--- config.mk ---
export PLATFORM = sky130hd
export DESIGN_NAME = seq_detect_param
export DESIGN_NICKNAME = d
export VERILOG_FILES = /design/src/rtl/seq_detect_pkg.sv /design/src/rtl/sat_counter.sv /design/src/rtl/seq_detect_param.sv
export SDC_FILE = /design/constraint.sdc
export NUM_CORES = 1
export LEC_CHECK = 0
export ABC_AREA = 1
export CELL_PAD_IN_SITES_DETAIL_PLACEMENT = 2
export CELL_PAD_IN_SITES_GLOBAL_PLACEMENT = 2
export CORE_UTILIZATION = 28
export DETAILED_ROUTE_END_ITERATION = 6
export HOLD_SLACK_MARGIN = 0.08
export PLACE_DENSITY_LB_ADDON = 0.05
export SYNTH_ARGS = -nofsm -noshare
export SYNTH_HDL_FRONTEND = slang
export SYNTH_HIERARCHICAL = 1
export SYNTH_SLANG_ARGS = --single-unit
--- constraint.sdc ---
create_clock -name clk -period 2.1 [get_ports clk]
set_clock_uncertainty 0.1 [all_clocks]
set_input_delay 0.63 -clock clk [delete_from_list [all_inputs] [get_ports clk]]
set_output_delay 0.63 -clock clk [all_outputs]
set_load 0.03 [all_outputs]
--- src/rtl/seq_detect_pkg.sv ---
// ============================================================================
//  Module      : seq_detect_pkg
//  Description : Shared defaults and width helper for the serial pattern
//                detector.
//  Revision    : 1.0 - initial release
// ============================================================================
`default_nettype none

package seq_detect_pkg;

  localparam int                     PAT_W_DEF   = 4;
  localparam logic [PAT_W_DEF-1:0]   PAT_RST_DEF = 4'b1011;
  localparam int                     CNT_W_DEF   = 8;

  // depth runs 0..pat_w inclusive, so it needs room for pat_w+1 values
  function automatic int depth_w(input int pat_w);
    return $clog2(pat_w + 1);
  endfunction

endpackage : seq_detect_pkg

`default_nettype wire

--- src/rtl/sat_counter.sv ---
// ============================================================================
//  Module      : sat_counter
//  Description : Up-counter that sticks at all-ones; synchronous clear wins
//                over increment.
//  Revision    : 1.0 - initial release
// ============================================================================
`default_nettype none

module sat_counter #(
  parameter int W = 8
) (
  input  logic         clk,
  input  logic         rst,
  input  logic         inc,
  input  logic         clr,
  output logic [W-1:0] cnt
);

  logic [W-1:0] cnt_q;
  logic [W-1:0] cnt_d;

  always_comb begin
    cnt_d = cnt_q;
    if (clr) begin
      cnt_d = '0;
    end else if (inc && (cnt_q != '1)) begin
      cnt_d = cnt_q + W'(1);
    end
  end

  always_ff @(posedge clk or posedge rst) begin
    if (rst) begin
      cnt_q <= '0;
    end else begin
      cnt_q <= cnt_d;
    end
  end

  assign cnt = cnt_q;

endmodule : sat_counter

`default_nettype wire

--- src/rtl/seq_detect_param.sv ---
// ============================================================================
//  Module      : seq_detect_param
//  Description : Serial bit-pattern detector with runtime-loadable pattern,
//                Moore and Mealy match flags and a saturating match counter.
//  Revision    : 1.0 - initial release
// ============================================================================
`default_nettype none

module seq_detect_param
  import seq_detect_pkg::*;
#(
  parameter int               PAT_W   = PAT_W_DEF,
  parameter logic [PAT_W-1:0] PAT_RST = PAT_W'(PAT_RST_DEF),
  parameter bit               OVERLAP = 1'b1,
  parameter int               CNT_W   = CNT_W_DEF,
  localparam int              DEPTH_W = depth_w(PAT_W)
) (
  input  logic               clk,
  input  logic               rst,
  input  logic               d,
  input  logic               d_valid,
  input  logic               pat_load,
  input  logic [PAT_W-1:0]   pat_in,
  input  logic               cnt_clr,
  output logic               q_moore,
  output logic               q_mealy,
  output logic [DEPTH_W-1:0] depth,
  output logic [CNT_W-1:0]   match_cnt
);

  // Only the newest PAT_W-1 bits are ever compared, so older bits are not kept.
  logic [PAT_W-2:0]   hist_q,    hist_d;
  logic [PAT_W-1:0]   pat_q,     pat_d;
  logic [DEPTH_W-1:0] depth_q,   depth_d;
  logic               q_moore_q, q_moore_d;

  logic [PAT_W-1:0]   w_shift;
  logic               w_match_cond;
  logic               w_match;
  logic [DEPTH_W-1:0] w_depth_inc;
  logic [DEPTH_W-1:0] w_depth_on_match;

  assign w_shift      = {hist_q, d};
  assign w_match_cond = (depth_q >= DEPTH_W'(PAT_W - 1)) && (w_shift == pat_q);
  assign w_match      = d_valid && !pat_load && w_match_cond;
  assign w_depth_inc  = (depth_q == DEPTH_W'(PAT_W)) ? depth_q
                                                     : depth_q + DEPTH_W'(1);

  generate
    if (OVERLAP) begin : g_overlap
      assign w_depth_on_match = w_depth_inc;
    end else begin : g_discard
      assign w_depth_on_match = '0;
    end
  endgenerate

  always_comb begin
    hist_d    = hist_q;
    pat_d     = pat_q;
    depth_d   = depth_q;
    q_moore_d = q_moore_q;
    if (pat_load) begin
      // A new pattern invalidates any history gathered for the old one.
      pat_d     = pat_in;
      depth_d   = '0;
      q_moore_d = 1'b0;
    end else if (d_valid) begin
      hist_d    = w_shift[PAT_W-2:0];
      q_moore_d = w_match_cond;
      depth_d   = w_match_cond ? w_depth_on_match : w_depth_inc;
    end
  end

  always_ff @(posedge clk or posedge rst) begin
    if (rst) begin
      hist_q    <= '0;
      pat_q     <= PAT_RST;
      depth_q   <= '0;
      q_moore_q <= 1'b0;
    end else begin
      hist_q    <= hist_d;
      pat_q     <= pat_d;
      depth_q   <= depth_d;
      q_moore_q <= q_moore_d;
    end
  end

  sat_counter #(
    .W (CNT_W)
  ) u_match_cnt (
    .clk (clk),
    .rst (rst),
    .inc (w_match),
    .clr (cnt_clr),
    .cnt (match_cnt)
  );

  assign q_moore = q_moore_q;
  assign q_mealy = w_match && !rst;
  assign depth   = depth_q;

endmodule : seq_detect_param

`default_nettype wire

### Word level (Yosys, flattened, before mapping)

Index checks and enable logic that the tools add are counted.

* add/sub/neg operators: 2
* $lt $le $gt $ge: 1
* eq/ne operators: 4
* muxes and demuxes: 7
* bitwise operators: 1
* reductions and logical operators: 11

Operators by type and width (number)
* two-way mux 8 bit: 2
* two-way mux 3 bit: 3
* adder 8 x 1 -> 8 bit, second input constant: 1
* inequality test 8 bit, second input constant: 1
* logical AND 1 bit: 5
* == test 4 bit: 1
* AND reduction 2 bit: 2
* nonzero test 2 bit: 2
* adder 3 x 1 -> 3 bit, second input constant: 1
* == test 3 bit, second input constant: 1
* >= comparator 3 x 2 -> 1 bit, second input constant: 1
* logical NOT 1 bit: 2
* two-way mux 1 bit: 2
* inequality test 2 bit, second input constant: 1
* inverter 1 bit: 1

* register bits: 19
* input port bits: 10
* output and inout port bits: 13
* logic and storage cells: 31

### Longest topological paths before layout

* word-level depth: 6
* gate-level depth with buffers: 13
* depth with buffers taken out: 13

### Cells and area by module

Netlist, hierarchy kept.

Modules (own cells, without submodules)
* seq_detect_param: times used 1, cells each 76, area each 604.3 um^2, seq. area each 279.0 um^2
* sat_counter: times used 1, cells each 69, area each 506.7 um^2, seq. area each 200.2 um^2

### Least setup slack after synthesis

No wires, ideal clock.

* path kind: register to output
* from: register depth_q[1], in the netlist depth[1]
* to: output port q_mealy
* arrival time: 1.428 ns
* required time: 1.370 ns
* path slack: -0.058 ns
* stages on the path, launching flop included: 9
* buffers on the path: 0
* path through: dfrtp_1 -> ha_1 -> ha_1 -> nor2_1 -> nand2_1 -> inv_1 -> nor2_2 -> nand3_2 -> nor2_2

* word-level cells in the longest chain between the ends: 4

Ends and longest elaborated chain
* start, declared: line seq_detect_param.sv:34 `logic [DEPTH_W-1:0] depth_q, depth_d;`
* start signal, assigned: line seq_detect_param.sv:83 `depth_q <= depth_d;`
* >= comparator 3 x 2 -> 1 bit: line seq_detect_param.sv:44 `assign w_match_cond = (depth_q >= DEPTH_W'(PAT_W - 1)) && (w_shift == pat_q);`
* logical AND 1 bit: line seq_detect_param.sv:44
* logical AND 1 bit: line seq_detect_param.sv:45 `assign w_match = d_valid && !pat_load && w_match_cond;`
* logical AND 1 bit: line seq_detect_param.sv:99 `assign q_mealy = w_match && !rst;`
* end, declared: line seq_detect_param.sv:26 `output logic q_mealy,`

No other way between the ends.

### Worst setup path in the final report

* from: input port d_valid
* to: output port q_mealy

* word-level cells in the longest chain between the ends: 3

Ends and longest elaborated chain
* start, declared: line seq_detect_param.sv:21 `input logic d_valid,`
* logical AND 1 bit (2 in a row): line seq_detect_param.sv:45
* logical AND 1 bit: line seq_detect_param.sv:99

No other way between the ends.

==> results by group <==
Place
  • DP Wirelength: 2455 um
  • Area after DPL: 0.001458 mm^2
  • Routability cong.: 0.7537
  • IO buf count: 22

Floorplan
  • Die Ht: 64.99 um
  • Placement Rows: 22
  • Core area: 0.003744 mm^2
  • Die width: 64.99 um
  • Die area: 0.004224 mm^2
  • Initial Util: 29.68%
  • Io pins: 23

Hold path
  • Hold depth: 2
  • Hold Path End: pat_q[3]
  • Worst Hold Class: reg -> reg
  • Launch point of the worst hold path: pat_q[3]

Global routing
  • Vias in the first global route: 1121
  • GRT Util Overall: 17.38%
  • First-pass GRT wire length: 5492 um
  • GRT overflow: 0
  • Initial antenna violation count: 0
  • Largest net degree at the start of global routing: 12

Setup path
  • Startpoint types: primary input
  • Worst path cell trace: clkdlybuf4s15_1, inv_2, nor2_8, nand2_2, nor2_2, nand3_2, nor2_4, buf_6
  • Crit Reg-Reg Endpoint: u_match_cnt/cnt[6]
  • Worst r2r src: depth[0]
  • Delay-heaviest family, CP: simple AND/OR/NAND/NOR gates
  • CP Class: in -> out
  • Buf/Inv on CP: 3
  • R2r setup slk: -0.10 ns
  • Reg2Reg Depth: 17
  • WP data arrival: 1.56 ns
  • CP max FO: 2
  • Crit. End Element: output port
  • Critical Path Max Stage Delay: 0.22 ns
  • CP required: 1.37 ns
  • Slowest stage cell on the critical path: clkdlybuf4s15_1

CTS
  • # hold bufs at CTS: 0
  • H-Tree Depth: 1
  • CTS Sinks: 19
  • Clock buffer depth: 2
  • CTS tree: yes
  • Total CTS buffers: 3
  • Clk slew on worst S/H paths: 0.08 ns
  • CTS root buffer: clkbuf_8
  • Worst-skew pair later-pin latency: 0.26 ns

Finish
  • Fin util: 44.39%
  • Nets@finish: 203
  • Leading cell type in the layout, fill and taps excluded: nand2_1
  • Area grow syn2layout: 49.55%
  • Fraction of layout cells with a size suffix above 1: 31.91%
  • Design area: 0.001662 mm^2
  • Commonest cells after routing, fill and taps aside: nand2_1 (39), inv_1 (20), dfrtp_1 (15), buf_4 (12), nand2_2 (11)
  • Fillers: 440
  • Antenna fix cells: 0

Power
  • Leak: 0.8857 nW
  • Total power per unit cell area: 499.3 mW/mm^2
  • Maximum vdd drop: 225.3 uV

Timing
  • Min Tclk post-route: 2.289 ns
  • Setup ws final: -0.1891 ns
  • Final setup fails: 8
  • Final period utilization: 109.0%
  • Slew HR: 69.80%
  • Final Max Tran Viols: 0
  • Count of final hold-check violations: 0
  • Max frequency: 0.4368 GHz
  • Slew @ Worst Pin: 0.4525 ns
  • RSZ-0062 raised after global routing: true

Synthesis
  • Syn avg cell area: 7.663 um^2
  • Register area share after synthesis: 43.13%
  • Synthesis warning total: 6
  • Mapped Area: 0.001111 mm^2
  • Yosys cell types: 23
  • FF+latch count, synth: 19
  • Syn Nets: 159
  • Cells after Synth: 145

Drt
  • DRT iter0 DRCs: 13
  • Wirelength, routed: 3354 um
  • Vias per std cell: 4.572
  • Post-route ant nets: 0
  • Vias: 1079
  • Initial DRT Pass Iterations: 4
  • DRC violations left: 0
  • Wire per inst: 14.21 um

Status
  • Status: complete, but fails checks
  • Failing checks: negative setup slack

Run
  • Max Cap Violations: 0
-- worst min-delay path, cell delays in order (launching register included) --
cell and delay [ns]:
dfstp_2 0.37, inv_1 0.07, o21ai_0 0.07
-- worst max-delay path by stage --
stage	start	endpoint	slack [ns]	depth (start not counted)
5_1_grt	depth[1]	q_mealy	-0.28	9
4_1_cts	depth[0]	q_mealy	-0.21	9
2_1_floorplan	depth[1]	q_mealy	0.01	8
3_3_place_gp	pat_load	q_mealy	-0.44	7
3_5_place_dp	pat_load	q_mealy	-0.47	7
6_report	d_valid	q_mealy	-0.19	8
-- stage by stage --
stage / instances / worst slack, ns / total power, mW / hold slack, ns / setup TNS (ns)
finish: 236 / -0.1891 / 0.8296 / 0.4153 / -0.6203
global route: 236 / -0.2841 / 0.8848 / 0.4812 / -1.603
CTS: 230 / -0.2076 / 0.8315 / 0.4211 / -0.2076
detailed placement: 224 / -0.4743 / 0.5561 / 0.4090 / -3.451
global placement: 224 / -0.4450 / 0.5474 / 0.3831 / -2.920
floorplan: 145 / 0.01189 / 0.4929 / 0.3457 / 0
-- final cells by class --
cell class,instances,area (um^2),area share (%)
clock buffer,3,41.29,2.485
tap,48,60.06,3.614
clock inverter,1,5.005,0.3012
sequential,19,480.5,28.92
multi-input combinational,99,588.1,35.39
inverter,26,110.1,6.627
timing repair buffer,40,376.6,22.67
-- report_power, final --
group          leakage (nW)  internal (mW)  total (mW)  switching [mW]
Sequential            0.243          0.391       0.405          0.0144
Combinational         0.617         0.0668       0.157          0.0898
Clock                0.0255          0.132       0.268           0.135
Total                 0.886          0.590       0.830           0.239
-- per-layer routing --
metal	share of wire, %	vias up	routed length (um)	track usage, %
met5	0	-	0	0
met4	1.3	0	42	5.833
met3	2.7	6	89	3.169
met2	50	19	1682	27.47
met1	46	532	1540	23.59
li1	-	522	-	-
-- kinds of logic after synthesis --
group	after synthesis	share of synthesized area, %
AO/OA/AOI/OAI	13	5.968
XOR/XNOR	4	3.154
adder cells (fa/ha/maj)	4	4.505
buffers and inverters	27	10.25
flip-flops	19	43.13
AND/OR/NAND/NOR	78	33.00
-- state kept, by name, summed over array words and instances, names as in the netlist --
register,cells
depth,3
hist_q,3
pat_q,4
q_moore,1
u_match_cnt/cnt,8
-- synthesized netlist by cell type (all sizes together) --
master  instances  share of area (%)
o21ai           9                4.1
nor3b           1               0.68
dfstp           3                7.1
xnor2           1               0.79
xor2            3                2.4
nand3           9                4.5
ha              4                4.5
nor2           15                7.9
a21oi           3                1.4
buf             1                1.0
inv            25                8.4
nand2          53                 20
o22ai           1               0.56
clkinv          1               0.79
dfrtp          16                 36
-- timing repair --
action | in CTS | in global routing
setup endpoints to repair | 14 | 11
pin swaps | 4 | 14
resized for setup | 14 | 34
buffers inserted | 2 | 7
Power figures use the tool's default switching activity.
